===== config.mk =====
export PLATFORM = sky130hd
export DESIGN_NAME = if_fetch_buffer_flat
export DESIGN_NICKNAME = d
export VERILOG_FILES = /design/src/rtl/if_fetch_buffer_pkg.sv /design/src/rtl/if_fetch_buffer_if.sv /design/src/rtl/if_fetch_buffer_fifo.sv /design/src/rtl/if_fetch_buffer.sv /design/src/flat_wrapper.sv
export SDC_FILE = /design/constraint.sdc
export NUM_CORES = 1
export LEC_CHECK = 0
export ABC_AREA = 1
export BUFFER_PORTS_ARGS = -buffer_cell sky130_fd_sc_hd__buf_2
export CAP_MARGIN = 20
export CORE_UTILIZATION = 63
export CTS_CLUSTER_DIAMETER = 120
export DETAILED_ROUTE_END_ITERATION = 6
export HOLD_SLACK_MARGIN = 0.03
export PLACE_DENSITY = 0.85
export SETUP_SLACK_MARGIN = 0.02
export SLEW_MARGIN = 0
export SYNTH_ARGS = -nofsm -noshare
export SYNTH_HDL_FRONTEND = slang
export SYNTH_HIERARCHICAL = 1
export SYNTH_SLANG_ARGS = --single-unit
export TNS_END_PERCENT = 10

===== constraint.sdc =====
create_clock -name clk -period 8.4 [get_ports clk]
set_clock_uncertainty 0.1 [all_clocks]
set_input_delay 1.68 -clock clk [delete_from_list [all_inputs] [get_ports clk]]
set_output_delay 1.68 -clock clk [all_outputs]
set_load 0.1 [all_outputs]

===== src/rtl/if_fetch_buffer_pkg.sv =====
// Shared widths, encodings and types for the IF/ID fetch buffer.
// Latency: n/a (declarations only).
// Backpressure: n/a (declarations only).
package if_fetch_buffer_pkg;

  localparam int IfbDepth    = 4;
  localparam int IfbAddrW    = 2;
  localparam int InstAddrBus = 32;
  localparam int InstBus     = 32;

  localparam logic [InstBus-1:0] ZeroWord = '0;

  // ctrl stall vector bit encodings
  localparam logic Stop   = 1'b1;
  localparam logic NoStop = 1'b0;

  // branch_flag encoding, reused for flush_i
  localparam logic Branch = 1'b1;

  // one fetched (pc, inst) pair as stored in the queue
  typedef struct packed {
    logic [InstAddrBus-1:0] pc;
    logic [InstBus-1:0]     inst;
  } fetch_pair_t;

  // where the ID register takes its next instruction from
  typedef enum logic [1:0] {
    SRC_BUBBLE = 2'd0,
    SRC_HEAD   = 2'd1,
    SRC_BYPASS = 2'd2
  } id_src_e;

  function automatic fetch_pair_t make_pair(input logic [InstAddrBus-1:0] pc,
                                            input logic [InstBus-1:0]     inst);
    fetch_pair_t p;
    p.pc   = pc;
    p.inst = inst;
    return p;
  endfunction

endpackage


===== src/rtl/if_fetch_buffer_if.sv =====
// Fetch-side / ID-side signal bundle of the fetch buffer.
// Latency: n/a (wiring only).
// Backpressure: stallreq_o tells ctrl to stop IF when the queue is full.
// Ports: master = PC stage / ctrl / ID environment, slave = the fetch buffer.
interface if_fetch_buffer_if
  import if_fetch_buffer_pkg::*;
  ();

  logic [5:0]             stall;
  logic [InstAddrBus-1:0] pc_i;
  logic                   ce_i;
  logic [InstBus-1:0]     inst_i;
  logic                   flush_i;
  logic [InstAddrBus-1:0] id_pc;
  logic [InstBus-1:0]     id_inst;
  logic                   id_valid;
  logic                   stallreq_o;

  modport master (
    output stall, pc_i, ce_i, inst_i, flush_i,
    input  id_pc, id_inst, id_valid, stallreq_o
  );

  modport slave (
    input  stall, pc_i, ce_i, inst_i, flush_i,
    output id_pc, id_inst, id_valid, stallreq_o
  );

endinterface


===== src/rtl/if_fetch_buffer_fifo.sv =====
// DEPTH x 64-bit (pc, inst) queue with push/pop, full clear and truncate-to-head.
// Latency: write visible at rd_dat the cycle after push; rd_dat is combinational from rd_ptr.
// Backpressure: a push while full is accepted only alongside a pop, otherwise dropped.
// Ports: clk/rst; push/pop/clear/trunc controls; wr_dat in, rd_dat out; count/full/empty status.
module if_fetch_buffer_fifo
  import if_fetch_buffer_pkg::*;
#(
  parameter int DEPTH  = IfbDepth,
  parameter int ADDR_W = IfbAddrW
) (
  input  logic          clk,
  input  logic          rst,
  input  logic          push,
  input  logic          pop,
  input  logic          clear,
  input  logic          trunc,
  input  fetch_pair_t   wr_dat,
  output fetch_pair_t   rd_dat,
  output logic [ADDR_W:0] count,
  output logic          full,
  output logic          empty
);

  localparam int CNT_W = ADDR_W + 1;

  fetch_pair_t       mem [DEPTH];
  logic [ADDR_W-1:0] rd_ptr;
  logic [ADDR_W-1:0] wr_ptr;
  logic              do_pop;
  logic              do_push;

  assign full   = (count == CNT_W'(DEPTH));
  assign empty  = (count == '0);
  assign rd_dat = mem[rd_ptr];

  // clear and trunc take precedence over normal traffic
  assign do_pop  = pop & ~empty & ~clear & ~trunc;
  assign do_push = push & ~clear & ~trunc & (~full | do_pop);

  always_ff @(posedge clk) begin
    if (!rst) begin
      rd_ptr <= '0;
      wr_ptr <= '0;
      count  <= '0;
    end else if (clear) begin
      rd_ptr <= '0;
      wr_ptr <= '0;
      count  <= '0;
    end else if (trunc) begin
      // keep only the head entry, if there is one
      wr_ptr <= rd_ptr + ADDR_W'(!empty);
      count  <= CNT_W'(!empty);
    end else begin
      if (do_pop) begin
        rd_ptr <= rd_ptr + 1'b1;
      end
      if (do_push) begin
        wr_ptr <= wr_ptr + 1'b1;
      end
      count <= count + CNT_W'(do_push) - CNT_W'(do_pop);
    end
  end

  // storage needs no reset: entries are only read when count says they are valid
  always_ff @(posedge clk) begin
    if (do_push) begin
      mem[wr_ptr] <= wr_dat;
    end
  end

endmodule


===== src/rtl/if_fetch_buffer.sv =====
// IF/ID prefetch queue plus ID pipeline register with branch-delay-slot flush.
// Latency: 1 cycle fetch-to-ID through the bypass when the queue is empty, else FIFO order.
// Backpressure: stallreq_o high while the queue holds DEPTH entries; pushes are held off by stall[0].
// Ports: clk, rst (sync, active-low); bus.slave carries stall/pc_i/ce_i/inst_i/flush_i in
//        and id_pc/id_inst/id_valid/stallreq_o out.
module if_fetch_buffer
  import if_fetch_buffer_pkg::*;
#(
  parameter int DEPTH  = IfbDepth,
  parameter int ADDR_W = IfbAddrW
) (
  input  logic              clk,
  input  logic              rst,
  if_fetch_buffer_if.slave  bus
);

  logic                   push;
  logic                   take;
  logic                   flush;
  logic                   bad_flush;
  id_src_e                src;
  logic                   head_used;
  logic                   bypass_used;

  fetch_pair_t            fifo_rd_dat;
  logic [ADDR_W:0]        fifo_count;
  logic                   fifo_full;
  logic                   fifo_empty;

  logic [InstAddrBus-1:0] nxt_pc;
  logic [InstBus-1:0]     nxt_inst;
  logic                   nxt_valid;

  logic [InstAddrBus-1:0] id_pc_q;
  logic [InstBus-1:0]     id_inst_q;
  logic                   id_valid_q;

  logic                   unused_stall_hi;
  assign unused_stall_hi = ^bus.stall[5:3];

  // push marks the cycle the PC stage advances, so each pair is consumed once
  assign push      = bus.ce_i & (bus.stall[0] == NoStop);
  assign take      = (bus.stall[1] == NoStop);
  assign flush     = take & (bus.flush_i == Branch);
  // a flush while ID is stopped is not legal; it only trims the queue to its head
  assign bad_flush = ~take & (bus.flush_i == Branch);

  // oldest instruction wins: queue head, then the live fetch, then a bubble
  always_comb begin
    src = SRC_BUBBLE;
    if (!fifo_empty) begin
      src = SRC_HEAD;
    end else if (push) begin
      src = SRC_BYPASS;
    end
  end

  assign head_used   = take & (src == SRC_HEAD);
  assign bypass_used = take & (src == SRC_BYPASS);

  always_comb begin
    nxt_pc    = ZeroWord;
    nxt_inst  = ZeroWord;
    nxt_valid = 1'b0;
    case (src)
      SRC_HEAD: begin
        nxt_pc    = fifo_rd_dat.pc;
        nxt_inst  = fifo_rd_dat.inst;
        nxt_valid = 1'b1;
      end
      SRC_BYPASS: begin
        nxt_pc    = bus.pc_i;
        nxt_inst  = bus.inst_i;
        nxt_valid = 1'b1;
      end
      default: begin
        nxt_pc    = ZeroWord;
        nxt_inst  = ZeroWord;
        nxt_valid = 1'b0;
      end
    endcase
  end

  // On flush the clear wipes everything left behind the delay slot, including
  // pc_i when the head was the delay slot. A bypassed pc_i is never also queued.
  if_fetch_buffer_fifo #(
    .DEPTH  (DEPTH),
    .ADDR_W (ADDR_W)
  ) u_ifb_fifo (
    .clk    (clk),
    .rst    (rst),
    .push   (push & ~bypass_used & ~flush),
    .pop    (head_used & ~flush),
    .clear  (flush),
    .trunc  (bad_flush),
    .wr_dat (make_pair(bus.pc_i, bus.inst_i)),
    .rd_dat (fifo_rd_dat),
    .count  (fifo_count),
    .full   (fifo_full),
    .empty  (fifo_empty)
  );

  // ID register: load when ID runs; bubble when only ID is stopped; hold when EX is stopped too
  always_ff @(posedge clk) begin
    if (!rst) begin
      id_pc_q    <= ZeroWord;
      id_inst_q  <= ZeroWord;
      id_valid_q <= 1'b0;
    end else if (take) begin
      id_pc_q    <= nxt_pc;
      id_inst_q  <= nxt_inst;
      id_valid_q <= nxt_valid;
    end else if (bus.stall[2] == NoStop) begin
      id_pc_q    <= ZeroWord;
      id_inst_q  <= ZeroWord;
      id_valid_q <= 1'b0;
    end
  end

  assign bus.id_pc      = id_pc_q;
  assign bus.id_inst    = id_inst_q;
  assign bus.id_valid   = id_valid_q;
  assign bus.stallreq_o = fifo_full;

endmodule

===== src/flat_wrapper.sv =====
// flat-port wrapper written by rule: the top's interface ports become plain ports
module if_fetch_buffer_flat import if_fetch_buffer_pkg::*;
#(
  parameter int DEPTH  = IfbDepth,
  parameter int ADDR_W = IfbAddrW
)
  (clk, rst, bus_stall, bus_pc_i, bus_ce_i, bus_inst_i, bus_flush_i, bus_id_pc, bus_id_inst, bus_id_valid, bus_stallreq_o);
  if_fetch_buffer_if bus_i ();
  input  logic clk;
  input  logic rst;
  input wire logic [$bits(bus_i.stall)-1:0] bus_stall;
  input wire logic [$bits(bus_i.pc_i)-1:0] bus_pc_i;
  input wire logic [$bits(bus_i.ce_i)-1:0] bus_ce_i;
  input wire logic [$bits(bus_i.inst_i)-1:0] bus_inst_i;
  input wire logic [$bits(bus_i.flush_i)-1:0] bus_flush_i;
  output wire logic [$bits(bus_i.id_pc)-1:0] bus_id_pc;
  output wire logic [$bits(bus_i.id_inst)-1:0] bus_id_inst;
  output wire logic [$bits(bus_i.id_valid)-1:0] bus_id_valid;
  output wire logic [$bits(bus_i.stallreq_o)-1:0] bus_stallreq_o;
  assign bus_i.stall = bus_stall;
  assign bus_i.pc_i = bus_pc_i;
  assign bus_i.ce_i = bus_ce_i;
  assign bus_i.inst_i = bus_inst_i;
  assign bus_i.flush_i = bus_flush_i;
  assign bus_id_pc = bus_i.id_pc;
  assign bus_id_inst = bus_i.id_inst;
  assign bus_id_valid = bus_i.id_valid;
  assign bus_stallreq_o = bus_i.stallreq_o;
  if_fetch_buffer #(.DEPTH(DEPTH), .ADDR_W(ADDR_W)) u_core (.clk(clk), .rst(rst), .bus(bus_i));
endmodule

* Word level (Yosys, flattened, before mapping)
Memories as Yosys holds them, arrays and structs flattened. A register that Yosys moved wholly into a read port is not among the register bits.
Index checks and enable logic that the tools add are counted.
** Word-level totals
- Register bits :: 72
- RAM bits :: 256
- Input port bits :: 74
- Output and inout port bits :: 66
- Word-level logic and storage cells :: 64
- Memories :: 1
** Cells by class
- Add/sub/neg operators :: 5
- Equality and inequality tests :: 4
- Mux-type cells :: 17
- Bitwise logic cells :: 23
- Reduce and logical (&&, ||, !) cells :: 7
** Memory list
- u_core.u_ifb_fifo.mem :: depth 4, bits a word 64, read ports 1, clocked after Yosys merged registers in 1, wr ports 1, line if_fetch_buffer_fifo.sv:26 : fetch_pair_t mem [DEPTH];
** Operators with widths (number)
- 32-bit one-hot mux with 2 select lines :: 2
- 32-bit 2-to-1 mux :: 3
- 1-bit bitwise AND :: 14
- 2-bit 2-to-1 mux :: 6
- 1-bit NOT :: 8
- 1-bit 2-to-1 mux :: 6
- 2-bit by 1-bit adder with 2-bit output, second input constant :: 2
- 2-bit OR reduction :: 2
- 3-bit by 1-bit adder with 3-bit output :: 1
- 3-bit == test, second input constant :: 1
- 3-bit zero test :: 1
- 3-bit OR reduction :: 1
- 3-bit by 1-bit subtractor with 3-bit output :: 1
- 2-bit by 1-bit adder with 2-bit output :: 1
- 2-bit by 1-bit == test with 1-bit output, second input constant :: 1
- 2-bit == test, second input constant :: 1
- 2-bit != test, second input constant :: 1
- 2-bit AND reduction :: 1
- 2-bit nonzero test :: 1
- 1-bit zero test :: 1
- 1-bit bitwise OR :: 1

* Longest topological paths before layout
- Depth after elaboration :: 15
- Mapped depth :: 18
- Mapped depth without buffers :: 16

* Modules after synthesis
Netlist, hierarchy kept.
** Modules (own cells, without submodules)
- if_fetch_buffer_fifo :: instances 1, cells an instance 703, area each 10059.6 um^2
- if_fetch_buffer :: instances 1, cells an instance 575, area each 3404.5 um^2

* Worst setup path after synthesis
Ideal clock, no wire load.
- Path kind :: input port to flip-flop
- From :: in bus_stall[1]
- To :: mem u_core/u_ifb_fifo/mem[0][0] (netlist bit) (enable)
- Data arrival time :: 5309 ps
- Required time :: 7814 ps
- Slack :: 2504 ps
- Stages :: 10
- Buffers on the path :: 3
- Cell sequence :: buf_6 > nor2_4 > buf_6 > buf_4 > inv_1 > nor2_1 > inv_1 > nand3_1 > nand2_1 > nor2_1
** On the way
- Longest elaborated chain between the ends :: 11
** Ends and longest elaborated chain
- start, declared :: line flat_wrapper.sv:11 : input wire logic [$bits(bus_i.stall)-1:0] bus_stall;
- 1-bit NOT :: line if_fetch_buffer.sv:43 : assign take = (bus.stall[1] == NoStop);
- 1-bit bitwise AND :: line if_fetch_buffer.sv:44 : assign flush = take & (bus.flush_i == Branch);
- 1-bit NOT
- 1-bit bitwise AND :: line if_fetch_buffer.sv:93 : .pop (head_used & ~flush),
- 1-bit bitwise AND (3 in series) :: line if_fetch_buffer_fifo.sv:37 : assign do_pop = pop & ~empty & ~clear & ~trunc;
- 1-bit bitwise OR :: line if_fetch_buffer_fifo.sv:38 : assign do_push = push & ~clear & ~trunc & (~full | do_pop);
- 1-bit bitwise AND (*) :: line if_fetch_buffer_fifo.sv:38
- 1-bit 2-to-1 mux (*) :: line if_fetch_buffer_fifo.sv:66 : if (do_push) begin
- 1-bit 2-to-1 mux (implied by the code) (*) :: line if_fetch_buffer_fifo.sv:67 : mem[wr_ptr] <= wr_dat;
- end, declared :: line if_fetch_buffer_fifo.sv:26
Every way passes the cells marked *; elsewhere a longest branch is shown, timed or not.

* Final worst setup path
- From :: in bus_stall[1]
- To :: mem u_core/u_ifb_fifo/mem[3][47] (netlist bit) (enable)
Same word-level chain as after synthesis.

==> impl_metrics.yaml <==
status:
  status: "finished clean"
global_routing:
  grt-ovfl-total: 0
  grt_pass1_vias: 9366
  antenna_found_initial: 3
  grt_max_degree: 71
  gr-usage-all-layers_pct: 27.5
  grt_pass1_wl_mm: 46.7
worst_setup_path:
  crit_path_end_kind: "flop"
  path_max_fanout: 34
  cp_slowest_cell: "nor2_4"
  startpoint_type: "input port"
  critical_path_class: "in -> reg"
  critPathBufInv: 2
  crit_family: "simple AND/OR/NAND/NOR gates"
  crit_top_cell: "nand2_1"
  cp_cell_sequence: "buf_2 > o21ai_0 > nor2_1 > nand2_1 > nor2_2 > nand2_1 > nor2_4 > buf_4"
  critPathRequiredTime_ps: 8430
  crit_arrival_ps: 4660
  max_stage_delay_ps: 830
cells_and_area:
  register_area_sq_um: 9170
  drive_gt1_share_pct: 15.3
  final_area_sq_um: 15300
  fill_cells: 1368
  multi_input_area_sq_um: 3690
  syn2layout_area_growth_pct: 13.6
  final_cells: 1684
  num-nets-final: 1464
sta:
  tns_ps: 0
  period_minus_slack_ps: 4640
  maxSlewViolCount: 0
  min_period_over_period_pct: 55.2
  finalHoldViolCount: 0
  report.final.setup_viol: 0
  relSlewSlack_pct: 34.5
  rsz0062_at_grt: "false"
  worstMarginPinSlew_ps: 982
  max_freq_mhz: 216
job:
  drv_cap: 0
die:
  die_x_um: 148
  core_sq_um: 21000
  rows: 53
  io_pins: 140
  floorplan.initialDensity_pct: 64.3
  dieArea_sq_um: 22000
  die_h_um: 148
clocking:
  clkTransAtPathRegs_ps: 60
  cts_sinks: 330
  max-clock-path-buffers: 3
  cts_setup_buffers: 0
  clock_latency_ps: 500
  numCtsBuffers: 34
  htreeDepth: 2
  cts_tree: "yes"
  post_cts_resize_count: 0
  root_buffer: "clkbuf_16"
  holdBufCountCts: 0
power_and_ir_drop:
  peakVddDrop_mv: 0.196
  p_seq_share_pct: 50.4
  swShare_pct: 22.0
  powerDensity_nw_per_um2: 232
  p_switching_mw: 0.781
  total_power_mw: 3.55
  p_int_mw: 2.77
  p_leak_nw: 5.99
  clkPwrFrac_pct: 43.3
  pwr-share-comb_pct: 6.4
place:
  globalplace.congestion: 0.775
  io_buffer_count: 136
  dp_hpwl_mm: 15.8
  post_dp_cell_area_sq_um: 14100
  dp.cells: 1620
logic_synthesis:
  synth-seq-cells: 330
  synth.most_common_cell: "nor2_1"
  syn_inst: 1278
  synth.yosys.seq_area_share_pct: 68.1
  async_flop_share_pct: 0
  synthTopCellsByCount: "340 x nor2_1, 256 x edfxtp_1, 216 x nand2_1"
  avgSynthCellArea_sq_um: 10.5
  synth.distinct_cells: 25
  synth_largest_area_cell: "edfxtp_1"
  synth_top_area_share_pct: 57.1
  synthTopCellsByArea: "edfxtp_1 57%, dfxtp_1 11%, nor2_1 9.5%, nand2_1 6.0%, o22ai_1 3.0%"
  yosys_warnings: 6
  syn_area_sq_um: 13500
  synth_edf_count: 256
  synth_ff_type: "edfxtp_1"
  synth_nets: 1359
route:
  wirelength_mm: 30.1
  detail_route.wl_per_cell_um: 17.9
  ant_nets: 0
  drc: 0
  vias_per_cell: 5.80
  num_vias: 9775
  drtIter0Drc: 1003
  first_pass_iters: 5
hold_path:
  hold_path_class: "reg -> reg"
[final cells by class]
type                    count  area share [%]
flip-flops and latches    330            60.0
multi-input cells         837            24.1
clock buffers              45            6.17
repair buffers            151            5.35
well taps                 275            2.25
clock inverters            16            1.39
inverters                  29           0.728
diodes                      1          0.0164
[worst register-to-register path, cell delays in order (launching register included)]
cell,delay [ps]
dfxtp_1,360
nor2_1,80
nand2_1,120
inv_1,150
inv_1,80
o21ai_0,70
nor2_1,120
nand2_1,70
nor2_2,160
nand2_1,310
nor2_4,830
buf_4,640
[metal layers]
layer | track usage (%) | vias to the layer above | routed length (um)
li1 | - | 4587 | -
met1 | 35.3 | 4676 | 11800
met2 | 47.0 | 458 | 15100
met3 | 4.54 | 50 | 2630
met4 | 11.2 | 4 | 533
met5 | 0 | - | 26
[per-stage QoR]
step	utilization, %	hold WS (ps)	worst slack (ps)
floorplan	-	389	2500
global placement	67.3	407	3250
detailed placement	67.3	421	3180
CTS	72.8	430	3690
global route	73.0	484	3560
finish	73.0	435	3760
[sequential cells by signal (all words and copies together) (netlist names), named ones only]
| signal | cells |
|---|---|
| u_core/bus.id_pc | 32 |
| u_core/bus.id_valid | 1 |
| u_core/u_ifb_fifo/rd_ptr | 2 |
| u_core/u_ifb_fifo/wr_ptr | 2 |
| u_core/bus.id_inst | 32 |
| u_core/u_ifb_fifo/mem | 256 |
| u_core/u_ifb_fifo/count | 3 |
[logic make-up after synthesis]
group	after synthesis	synth area share, %
xor gates and xnor gates	2	0.130
adders and majority gates	7	0.706
buffers and inverters	111	4.69
and+or+nand+nor	630	18.4
DFF	330	68.1
AOI/OAI and AO/OA	198	7.97
[placed cells by master, fill, tap and decap left out, types with 2 or more instances in the layout]
| cell | n |
|---|---|
| o21ai_0 | 74 |
| inv_2 | 4 |
| clkbuf_8 | 3 |
| buf_2 | 136 |
| clkinvlp_4 | 2 |
| clkinv_1 | 4 |
| edfxtp_1 | 256 |
| bufinv_16 | 5 |
| o21ai_1 | 56 |
| clkbuf_1 | 7 |
| buf_4 | 13 |
| nand3_1 | 71 |
| clkinv_2 | 3 |
| buf_12 | 2 |
| a21oi_1 | 3 |
| xor2_1 | 2 |
| dfxtp_1 | 72 |
| clkbuf_16 | 35 |
| nand2_1 | 216 |
| nor2_1 | 336 |
| inv_1 | 24 |
| o22ai_1 | 64 |
| nor2_4 | 5 |
| ha_1 | 6 |
[final timing paths]
| check | start | slack, ps | end | cells past startpoint |
|---|---|---|---|---|
| setup / recovery | bus_stall[1] | 3760 | u_core/u_ifb_fifo/mem[3][47] | 8 |
| hold / removal | u_core/u_ifb_fifo/rd_ptr[1] | 440 | flop | 2 |
| setup reg to reg | u_core/u_ifb_fifo/count[1] | 4940 | u_core/u_ifb_fifo/mem[3][47] | 11 |
| hold reg to reg | u_core/u_ifb_fifo/rd_ptr[1] | 440 | flop | 2 |
[power by group through the flow]
stage | registers (mW) | logic (mW) | clock network (mW)
after global routing | 1.79 | 0.243 | 1.61
after floorplan | 1.90 | 0.0784 | 0
after detailed placement | 1.82 | 0.224 | 0
final | 1.79 | 0.226 | 1.54
after CTS | 1.79 | 0.225 | 1.55
after global placement | 1.82 | 0.220 | 0
No activity file was read; power rests on OpenSTA's default activity.
